--- config.mk ---
export PLATFORM = sky130hd
export DESIGN_NAME = id_stage_hs
export DESIGN_NICKNAME = d
export VERILOG_FILES = /design/src/rtl/rv_decode_pkg.sv /design/src/rtl/id_stage_hs_regfile.sv /design/src/rtl/id_stage_hs.sv
export SDC_FILE = /design/constraint.sdc
export NUM_CORES = 2
export LEC_CHECK = 0
export ABC_CLOCK_PERIOD_IN_PS = 4100
export CAP_MARGIN = 25
export CORE_ASPECT_RATIO = 1.1
export CORE_MARGIN = 8
export CORE_UTILIZATION = 31
export DETAILED_ROUTE_END_ITERATION = 10
export SYNTH_ARGS = -nofsm -noshare
export SYNTH_HDL_FRONTEND = slang
export SYNTH_SLANG_ARGS = --single-unit
--- constraint.sdc ---
create_clock -name clk -period 4.1 [get_ports clk]
set_clock_uncertainty 0.1 [all_clocks]
set_input_delay 0.82 -clock clk [delete_from_list [all_inputs] [get_ports clk]]
set_output_delay 0.82 -clock clk [all_outputs]
set_load 0.01 [all_outputs]
--- src/rtl/rv_decode_pkg.sv ---
// Shared decode definitions: opcodes, ID/EX field bundle,
// NOP values and the immediate generator.
package rv_decode_pkg;

   localparam logic [6:0] OP_IMM   = 7'b0010011;
   localparam logic [6:0] LOAD     = 7'b0000011;
   localparam logic [6:0] JALR     = 7'b1100111;
   localparam logic [6:0] STORE    = 7'b0100011;
   localparam logic [6:0] BRANCH   = 7'b1100011;
   localparam logic [6:0] LUI      = 7'b0110111;
   localparam logic [6:0] AUIPC    = 7'b0010111;
   localparam logic [6:0] JAL      = 7'b1101111;
   localparam logic [6:0] OP_IMM32 = 7'b0011011;

   typedef struct packed {
      logic [6:0] opcode;
      logic [4:0] rd;
      logic [2:0] func3;
      logic [6:0] func7;
      logic [4:0] rs1;
      logic [4:0] rs2;
   } id_fields_t;

   // Empty ID/EX slot looks like addi x0,x0,0
   localparam id_fields_t NOP_FIELDS = '{
      opcode: OP_IMM,
      rd:     5'd0,
      func3:  3'd0,
      func7:  7'd0,
      rs1:    5'd0,
      rs2:    5'd0
   };

   function automatic id_fields_t split_fields(input logic [31:0] inst);
      id_fields_t f;
      f.opcode = inst[6:0];
      f.rd     = inst[11:7];
      f.func3  = inst[14:12];
      f.func7  = inst[31:25];
      f.rs1    = inst[19:15];
      f.rs2    = inst[24:20];
      return f;
   endfunction

   // Sign-extended immediate; upper half cleared for 32-bit builds
   function automatic logic [63:0] imm_gen(input logic [31:0] inst,
                                           input int xlen);
      logic [63:0] r;
      logic [31:0] s;
      s = {32{inst[31]}};
      case (inst[6:0])
         OP_IMM, LOAD, JALR, OP_IMM32:
            r = {s, s[31:12], inst[31:20]};
         STORE:
            r = {s, s[31:12], inst[31:25], inst[11:7]};
         BRANCH:
            r = {s, s[31:13], inst[31], inst[7],
                 inst[30:25], inst[11:8], 1'b0};
         LUI, AUIPC:
            r = {s, inst[31:12], 12'b0};
         JAL:
            r = {s, s[31:21], inst[31], inst[19:12],
                 inst[20], inst[30:21], 1'b0};
         default:
            r = 64'd0;
      endcase
      if (xlen == 32) r[63:32] = 32'd0;
      return r;
   endfunction

endpackage

--- src/rtl/id_stage_hs_regfile.sv ---
// Register file with one write port and three read ports
// that see a same-cycle write-back through a bypass.
module regfile_bypass
   import rv_decode_pkg::*;
#(
   parameter int NREG = 32,
   parameter int XLEN = 64
) (
   input  logic            clk,
   input  logic            rst,
   input  logic            wb_en,
   input  logic [4:0]      wb_rd,
   input  logic [XLEN-1:0] wb_data,
   input  logic [4:0]      rs1_addr,
   input  logic [4:0]      rs2_addr,
   input  logic [4:0]      dbg_addr,
   output logic [XLEN-1:0] rs1_data,
   output logic [XLEN-1:0] rs2_data,
   output logic [XLEN-1:0] dbg_data
);

   localparam int AW = $clog2(NREG);

   logic [XLEN-1:0] rf [NREG];
   logic            wr_ok;

   assign wr_ok = wb_en && (wb_rd != 5'd0) && (int'(wb_rd) < NREG);

   function automatic logic [XLEN-1:0] rd_port(input logic [4:0] a);
      logic [XLEN-1:0] v;
      v = '0;
      if (a != 5'd0 && int'(a) < NREG) begin
         if (wr_ok && a == wb_rd) v = wb_data;
         else                     v = rf[a[AW-1:0]];
      end
      return v;
   endfunction

   // Architectural register update; x0 and out-of-range slots never written
   always_ff @(posedge clk) begin
      if (rst) begin
         for (int i = 0; i < NREG; i++) rf[i] <= '0;
      end else if (wr_ok) begin
         rf[wb_rd[AW-1:0]] <= wb_data;
      end
   end

   // Bypassed read ports
   always_comb begin
      rs1_data = rd_port(rs1_addr);
      rs2_data = rd_port(rs2_addr);
      dbg_data = rd_port(dbg_addr);
   end

endmodule

--- src/rtl/id_stage_hs.sv ---
// Instruction-decode stage: operand read, immediate generation
// and a handshaked ID/EX register with stall-time operand refresh.
module id_stage_hs
   import rv_decode_pkg::*;
#(
   parameter int XLEN = 64,
   parameter int NREG = 32
) (
   input  logic            clk,
   input  logic            rst,
   input  logic            flush,
   input  logic            in_valid,
   output logic            in_ready,
   input  logic [31:0]     in_inst,
   input  logic            wb_en,
   input  logic [4:0]      wb_rd,
   input  logic [XLEN-1:0] wb_data,
   output logic            out_valid,
   input  logic            out_ready,
   output logic [6:0]      out_opcode,
   output logic [4:0]      out_rd,
   output logic [2:0]      out_func3,
   output logic [6:0]      out_func7,
   output logic [4:0]      out_rs1,
   output logic [4:0]      out_rs2,
   output logic [XLEN-1:0] out_data1,
   output logic [XLEN-1:0] out_data2,
   output logic [XLEN-1:0] out_imm,
   input  logic [4:0]      dbg_raddr,
   output logic [XLEN-1:0] dbg_rdata
);

   id_fields_t      fld;
   id_fields_t      nxt_fld;
   logic [XLEN-1:0] rs1_data;
   logic [XLEN-1:0] rs2_data;
   logic [63:0]     imm_w;
   logic            load;
   logic            wb_live;

   assign nxt_fld  = split_fields(in_inst);
   assign imm_w    = imm_gen(in_inst, XLEN);
   assign in_ready = !out_valid || out_ready;
   assign load     = in_valid && in_ready;
   assign wb_live  = wb_en && (wb_rd != 5'd0) && (int'(wb_rd) < NREG);

   regfile_bypass #(
      .NREG (NREG),
      .XLEN (XLEN)
   ) u_rf (
      .clk      (clk),
      .rst      (rst),
      .wb_en    (wb_en),
      .wb_rd    (wb_rd),
      .wb_data  (wb_data),
      .rs1_addr (nxt_fld.rs1),
      .rs2_addr (nxt_fld.rs2),
      .dbg_addr (dbg_raddr),
      .rs1_data (rs1_data),
      .rs2_data (rs2_data),
      .dbg_data (dbg_rdata)
   );

   // ID/EX register: reset/flush to NOP, load, stall refresh, or drain
   always_ff @(posedge clk) begin
      if (rst || flush) begin
         out_valid <= 1'b0;
         fld       <= NOP_FIELDS;
         out_data1 <= '0;
         out_data2 <= '0;
         out_imm   <= '0;
      end else if (load) begin
         out_valid <= 1'b1;
         fld       <= nxt_fld;
         out_data1 <= rs1_data;
         out_data2 <= rs2_data;
         out_imm   <= imm_w[XLEN-1:0];
      end else if (out_valid && !out_ready) begin
         if (wb_live && wb_rd == fld.rs1) out_data1 <= wb_data;
         if (wb_live && wb_rd == fld.rs2) out_data2 <= wb_data;
      end else begin
         out_valid <= 1'b0;
      end
   end

   assign out_opcode = fld.opcode;
   assign out_rd     = fld.rd;
   assign out_func3  = fld.func3;
   assign out_func7  = fld.func7;
   assign out_rs1    = fld.rs1;
   assign out_rs2    = fld.rs2;

endmodule

---- Yosys cells after proc, flatten, opt, wreduce, memory -nomap -nowiden ----
Memory sizes are Yosys's and may differ from the RTL's.
Index checks and enable logic that the tools add are counted.
operators by class
  reductions and logical operators ........ 24
  mux-type cells .......................... 23
  eq/ne operators ......................... 15
operators by type and width
  cell                                            number
  2-to-1 mux 64 bit                               13
  case mux 64 bit (5 select lines)                1
  OR reduction 64 bit                             1
  == test 5 bit                                   5
  == test 7 x 5 -> 1 bit (second input constant)  3
  == test 7 bit (second input constant)           3
  nonzero test 5 bit                              4
  == test 7 x 6 -> 1 bit (second input constant)  2
  logical AND 1 bit                               8
  2-to-1 mux 1 bit                                8
  == test 7 x 2 -> 1 bit (second input constant)  1
  nonzero test 2 bit                              3
  2-to-1 mux 5 bit                                1
  AND reduction 2 bit                             2
  OR reduction 4 bit                              1
  zero test 1 bit                                 2
  logical OR 1 bit                                2
  != test 2 bit (second input constant)           1
  OR reduction 2 bit                              1
storage, ports and cells
  input bits .............................. 112
  register bits ........................... 225
  memory bits (writable) .................. 2,048
  memories ................................ 1
  word-level logic and storage cells ...... 73
  output and inout bits ................... 290
memories
  memory   words  width  read ports  clocked after Yosys merged registers in  wr ports  RTL line                   RTL
  u_rf.rf  32     64     3           0                                        32        id_stage_hs_regfile.sv:24  logic [XLEN-1:0] rf [NREG];

---- Longest topological paths before layout ----
  depth in word-level cells ............... 7
  depth in mapped cells ................... 10
  mapped depth without buffers ............ 7

---- Cells and area by module ----
From an unflattened synthesis, not the netlist that was laid out.
second synthesis, totals
  cell total of the unflattened synthesis .. 9,928
  area, all modules ....................... 134,454.0 sq um
modules (own cells, without submodules)
  module          cells an instance  sequential area each (sq um)  times used  area each (sq um)
  regfile_bypass  8,858              61,499.0                      1           125,440.3
  id_stage_hs     1,070              3,863.7                       1           9,013.6

---- Least setup slack after synthesis ----
Ideal clock, no wire load.
  path kind ............................... input -> output
  from .................................... in dbg_raddr[0]
  to ...................................... out dbg_rdata[29]
  buffers on the path ..................... 3
  arrival time ............................ 2.568 ns
  stages .................................. 7
  required time ........................... 3.180 ns
  slack ................................... 0.612 ns
  cells stage by stage .................... buf_2 buf_2 buf_2 mux4_2 a22oi_1 a21oi_1 a211o_1
between the ends
  longest elaborated chain between the ends .. 4
  elaborated cells between the ends (all ways) .. 6
  classes of those cells .................. 1 x eq/ne; 2 x mux; 2 x reduce/logical; 1 x memory
ends and longest elaborated chain
  what                                                                          RTL line                   RTL
  start: declaration                                                            id_stage_hs.sv:29          input logic [4:0] dbg_raddr,
  parallel branches: the longest is 3 deep, another holds memory (32 x 64 bit)  --
  2-to-1 mux 64 bit (*)                                                         id_stage_hs_regfile.sv:32  if (a != 5'd0 && int'(a) < NREG) begin
  end: declaration                                                              id_stage_hs.sv:30          output logic [XLEN-1:0] dbg_rdata
Every way passes the cells marked *.

---- Worst setup path after layout ----
  from .................................... in dbg_raddr[1]
  to ...................................... out dbg_rdata[43]
The elaborated chain is that of the path after synthesis.

==> results.yml <==
run_status:
  status: "finished with violations"
  failed_checks: "antenna rules, setup timing"
setup_path:
  cp_cell_sequence: "buf_8 -> buf_16 -> buf_4 -> mux4_2 -> o21ai_1 -> o21ai_0 -> o32a_2 -> buf_4"
  path_max_fanout: 13
  critPathLaunch: "dbg_raddr[1]"
  critical_path_depth: 8
  cp_top_family: "compound AO/OA/AOI/OAI gates"
  r2r_cells: 9
  r2r_slack_ns: 1.18
  r2r_end: "out_data2[22]$_SDFFE_PP0P_"
  endpoint: "dbg_rdata[43]"
  cp-start-kind: "input pin"
  crit_type: "in2out"
  path_common_cell: "buf_4"
  worst_ep_arrival_time_ns: 3.19
  cp.buffers_inverters: 4
  slowest_stage: "mux4_2"
  cp.required_ns: 3.18
  slowest_delay_ns: 0.53
  end_kind: "output port"
  regToRegStartpoint: "out_valid$_SDFFE_PP0P_"
hold_path:
  hold_path_class: "in2reg"
  whs_path_depth: 1
sta:
  min_period_ns: 4.113
  min_period_over_period: 1.003
  setup_ws_ns: -0.01320
  fmax_mhz: 243.1
  rsz0062_at_grt: "true"
  setup_viol: 3
  hold_viol_final: 0
  whs_ns: 0.1730
  tightest_slew_ns: 1.041
  maxSlewViolCount: 0
  slew_headroom: 0.3059
synthesis:
  ys_warn_count: 0
  synth-seq-area-share: 0.4936
  ys_seq_elements: 2241
  async_reset_ff_frac: 0
  synth_flop_cell: "edfxtp_1"
  syn_avg_cell_area_sq_um: 14.55
  synth.distinct_cells: 68
  syn_inst: 9104
  synth_area_sq_um: 132400
  synth_edf_count: 2048
floorplan:
  core_sq_um: 425200
  die_area_sq_um: 448400
  die_w_microns: 639.2
  ios: 402
  num_rows: 251
  die_y_microns: 701.5
  start_util: 0.3114
clock_network:
  cts_buffers: 239
  clkSinkCount: 2241
  clkLatencyLatePin_ns: 0.98
  cts_tree: "built"
  clk_path_buf_depth: 4
  clk_pin_slew_ns: 0.06
  htree_num_levels: 4
  ctsRootBufferMaster: "clkbuf_16"
cells_and_area:
  syn2layout_area_growth_pct: 20.71
  final_area_sq_um: 159800
  final_util: 0.3759
  instances_no_fill: 15582
  final_common_cell: "edfxtp_1"
  most-common-layout-cells: "edfxtp_1, and2_1, mux4_2"
  final_layout_size_suffix_gt1_frac: 0.3122
  layout.nets: 9703
global_route:
  gr-total-overflow: 0
  track_usage: 0.2630
  grt_first_pass_wirelength_microns: 824300
  grt_max_degree: 71
  grt_antenna_before_repair: 73
  grt_pass1_vias: 97951
drt:
  wl_per_cell_microns: 39.44
  met2_length_microns: 267400
  drt.antenna.violating_nets: 1
  drt-met1-wl_microns: 204300
  wirelength_microns: 614600
  vias: 100093
  drtIter0Drc: 17717
  first_pass_iters: 6
  avgViaCountPerCell: 6.424
  drc: 0
  highest_layer: "met5"
  wl_met3_microns: 87400
place:
  place_hpwl_microns: 374600
  placedCellCount: 14989
  placed_cell_area_sq_um: 150200
  gp_congestion: 0.9089
  io_buffers: 401
job:
  cap_violations: 0
pwr:
  p_total_mw: 60.54
  vdd_drop_max_mv: 0.3538
  power.density_nw_per_um2: 378.7
  power_leakage_nw: 54.88
[layout make-up]
type	count	area (sq um)
timing repair buffer	1326	15780
antenna	101	252.7
fill	39492	265400
multi-input combinational	5775	63140
sequential	2241	65360
tap	5692	7122
clock buffer	294	6392
clock inverter	145	1763
inverter	8	30.03
[routing by layer]
layer | GRT usage | vias up
met3 | 0.08541 | 2411
met1 | 0.3146 | 50966
li1 | - | 37033
met5 | 0 | -
met4 | 0.2033 | 26
met2 | 0.3923 | 9657
[sequential cells by signal, indices dropped and copies added, names as in the netlist]
register / count
out_data1: 64
out_data2: 64
out_func3: 3
out_func7: 7
out_imm: 32
out_opcode: 7
out_rd: 5
out_rs1: 5
out_rs2: 5
out_valid: 1
u_rf.rf: 2048
[cell families after synthesis]
kind of cell	count (synthesis)	synth area share
multiplexers	1937	0.2881
XOR/XNOR	25	0.001653
other	1	0.00002832
buffers and inverters	1151	0.03795
AND/OR/NAND/NOR	2472	0.1111
AO/OA/AOI/OAI	1277	0.06757
flip-flops	2241	0.4936
[cell usage after synthesis (3+ instances only)]
cell type | instances | area (sq um)
a21oi_1 | 108 | 540.5
nand2_1 | 196 | 735.7
nor2_1 | 106 | 397.9
nor3_1 | 30 | 150.1
buf_4 | 57 | 427.9
mux2_2 | 21 | 236.5
buf_2 | 234 | 1171
or2_2 | 33 | 206.5
inv_1 | 6 | 22.52
a211oi_1 | 22 | 165.2
buf_6 | 19 | 214.0
nand4_1 | 11 | 68.82
o22ai_1 | 75 | 469.2
mux4_2 | 1498 | 33740
or3_1 | 4 | 25.02
o211ai_1 | 65 | 488.0
o31ai_1 | 7 | 52.55
nand3b_1 | 10 | 75.07
mux2i_1 | 418 | 4184
xnor2_1 | 13 | 113.9
a22oi_1 | 498 | 3739
dfxtp_1 | 193 | 3864
nand3_1 | 23 | 115.1
o31a_1 | 8 | 70.07
and3_1 | 3 | 18.77
and2_1 | 1993 | 12470
nand2b_1 | 11 | 68.82
clkbuf_1 | 707 | 2654
a41oi_1 | 8 | 70.07
a221o_1 | 61 | 610.6
buf_1 | 121 | 454.2
xor2_1 | 12 | 105.1
a221oi_1 | 30 | 262.8
o21a_1 | 63 | 473.0
edfxtp_1 | 2048 | 61500
nor4_1 | 6 | 37.54
buf_8 | 5 | 75.07
nor2b_1 | 30 | 187.7
o32a_1 | 7 | 70.07
a211o_1 | 40 | 350.3
o21ai_0 | 233 | 1166
a21boi_1 | 36 | 270.3
[worst min-delay path by stage]
stage	startpoint	to	slack, ns
after floorplan	out_imm[10]$_SDFFE_PP0P_	out_imm[10]$_SDFFE_PP0P_	0.38
after global placement	out_imm[14]$_SDFFE_PP0P_	out_imm[14]$_SDFFE_PP0P_	0.34
after detailed placement	out_opcode[5]$_SDFFE_PP0P_	out_opcode[5]$_SDFFE_PP0P_	0.35
after CTS	rst	u_rf.rf[0][17]$_SDFFCE_PN0P_	0.12
after global routing	rst	u_rf.rf[0][17]$_SDFFCE_PN0P_	0.14
final	rst	u_rf.rf[0][17]$_SDFFCE_PN0P_	0.17
[power by group]
part	switching [mW]	leakage, nW	internal [mW]
registers	1.00	21.1	26.2
logic	5.50	29.9	4.54
clock network	9.96	3.96	13.4
total	16.5	54.9	44.1
[per-stage QoR]
step | TNS, ns | setup WS, ns
detailed placement | -41.30 | -1.244
finish | -0.02963 | -0.01320
floorplan | 0 | 0.6124
global placement | -42.31 | -1.259
global route | 0 | 0.003186
CTS | 0 | 0.003145
[repair_timing]
| item | in CTS | in global routing |
|---|---|---|
| buffers inserted | 53 | 2 |
| endpoints found under the hold margin | 0 | 0 |
| endpoints found under the setup margin | 64 | 33 |
| hold buffers | 0 | 0 |
| resized for setup | 307 | 24 |
| pin swaps | 36 | 6 |
| gates cloned | 9 | 0 |
No activity file was read; power rests on OpenSTA's default activity.
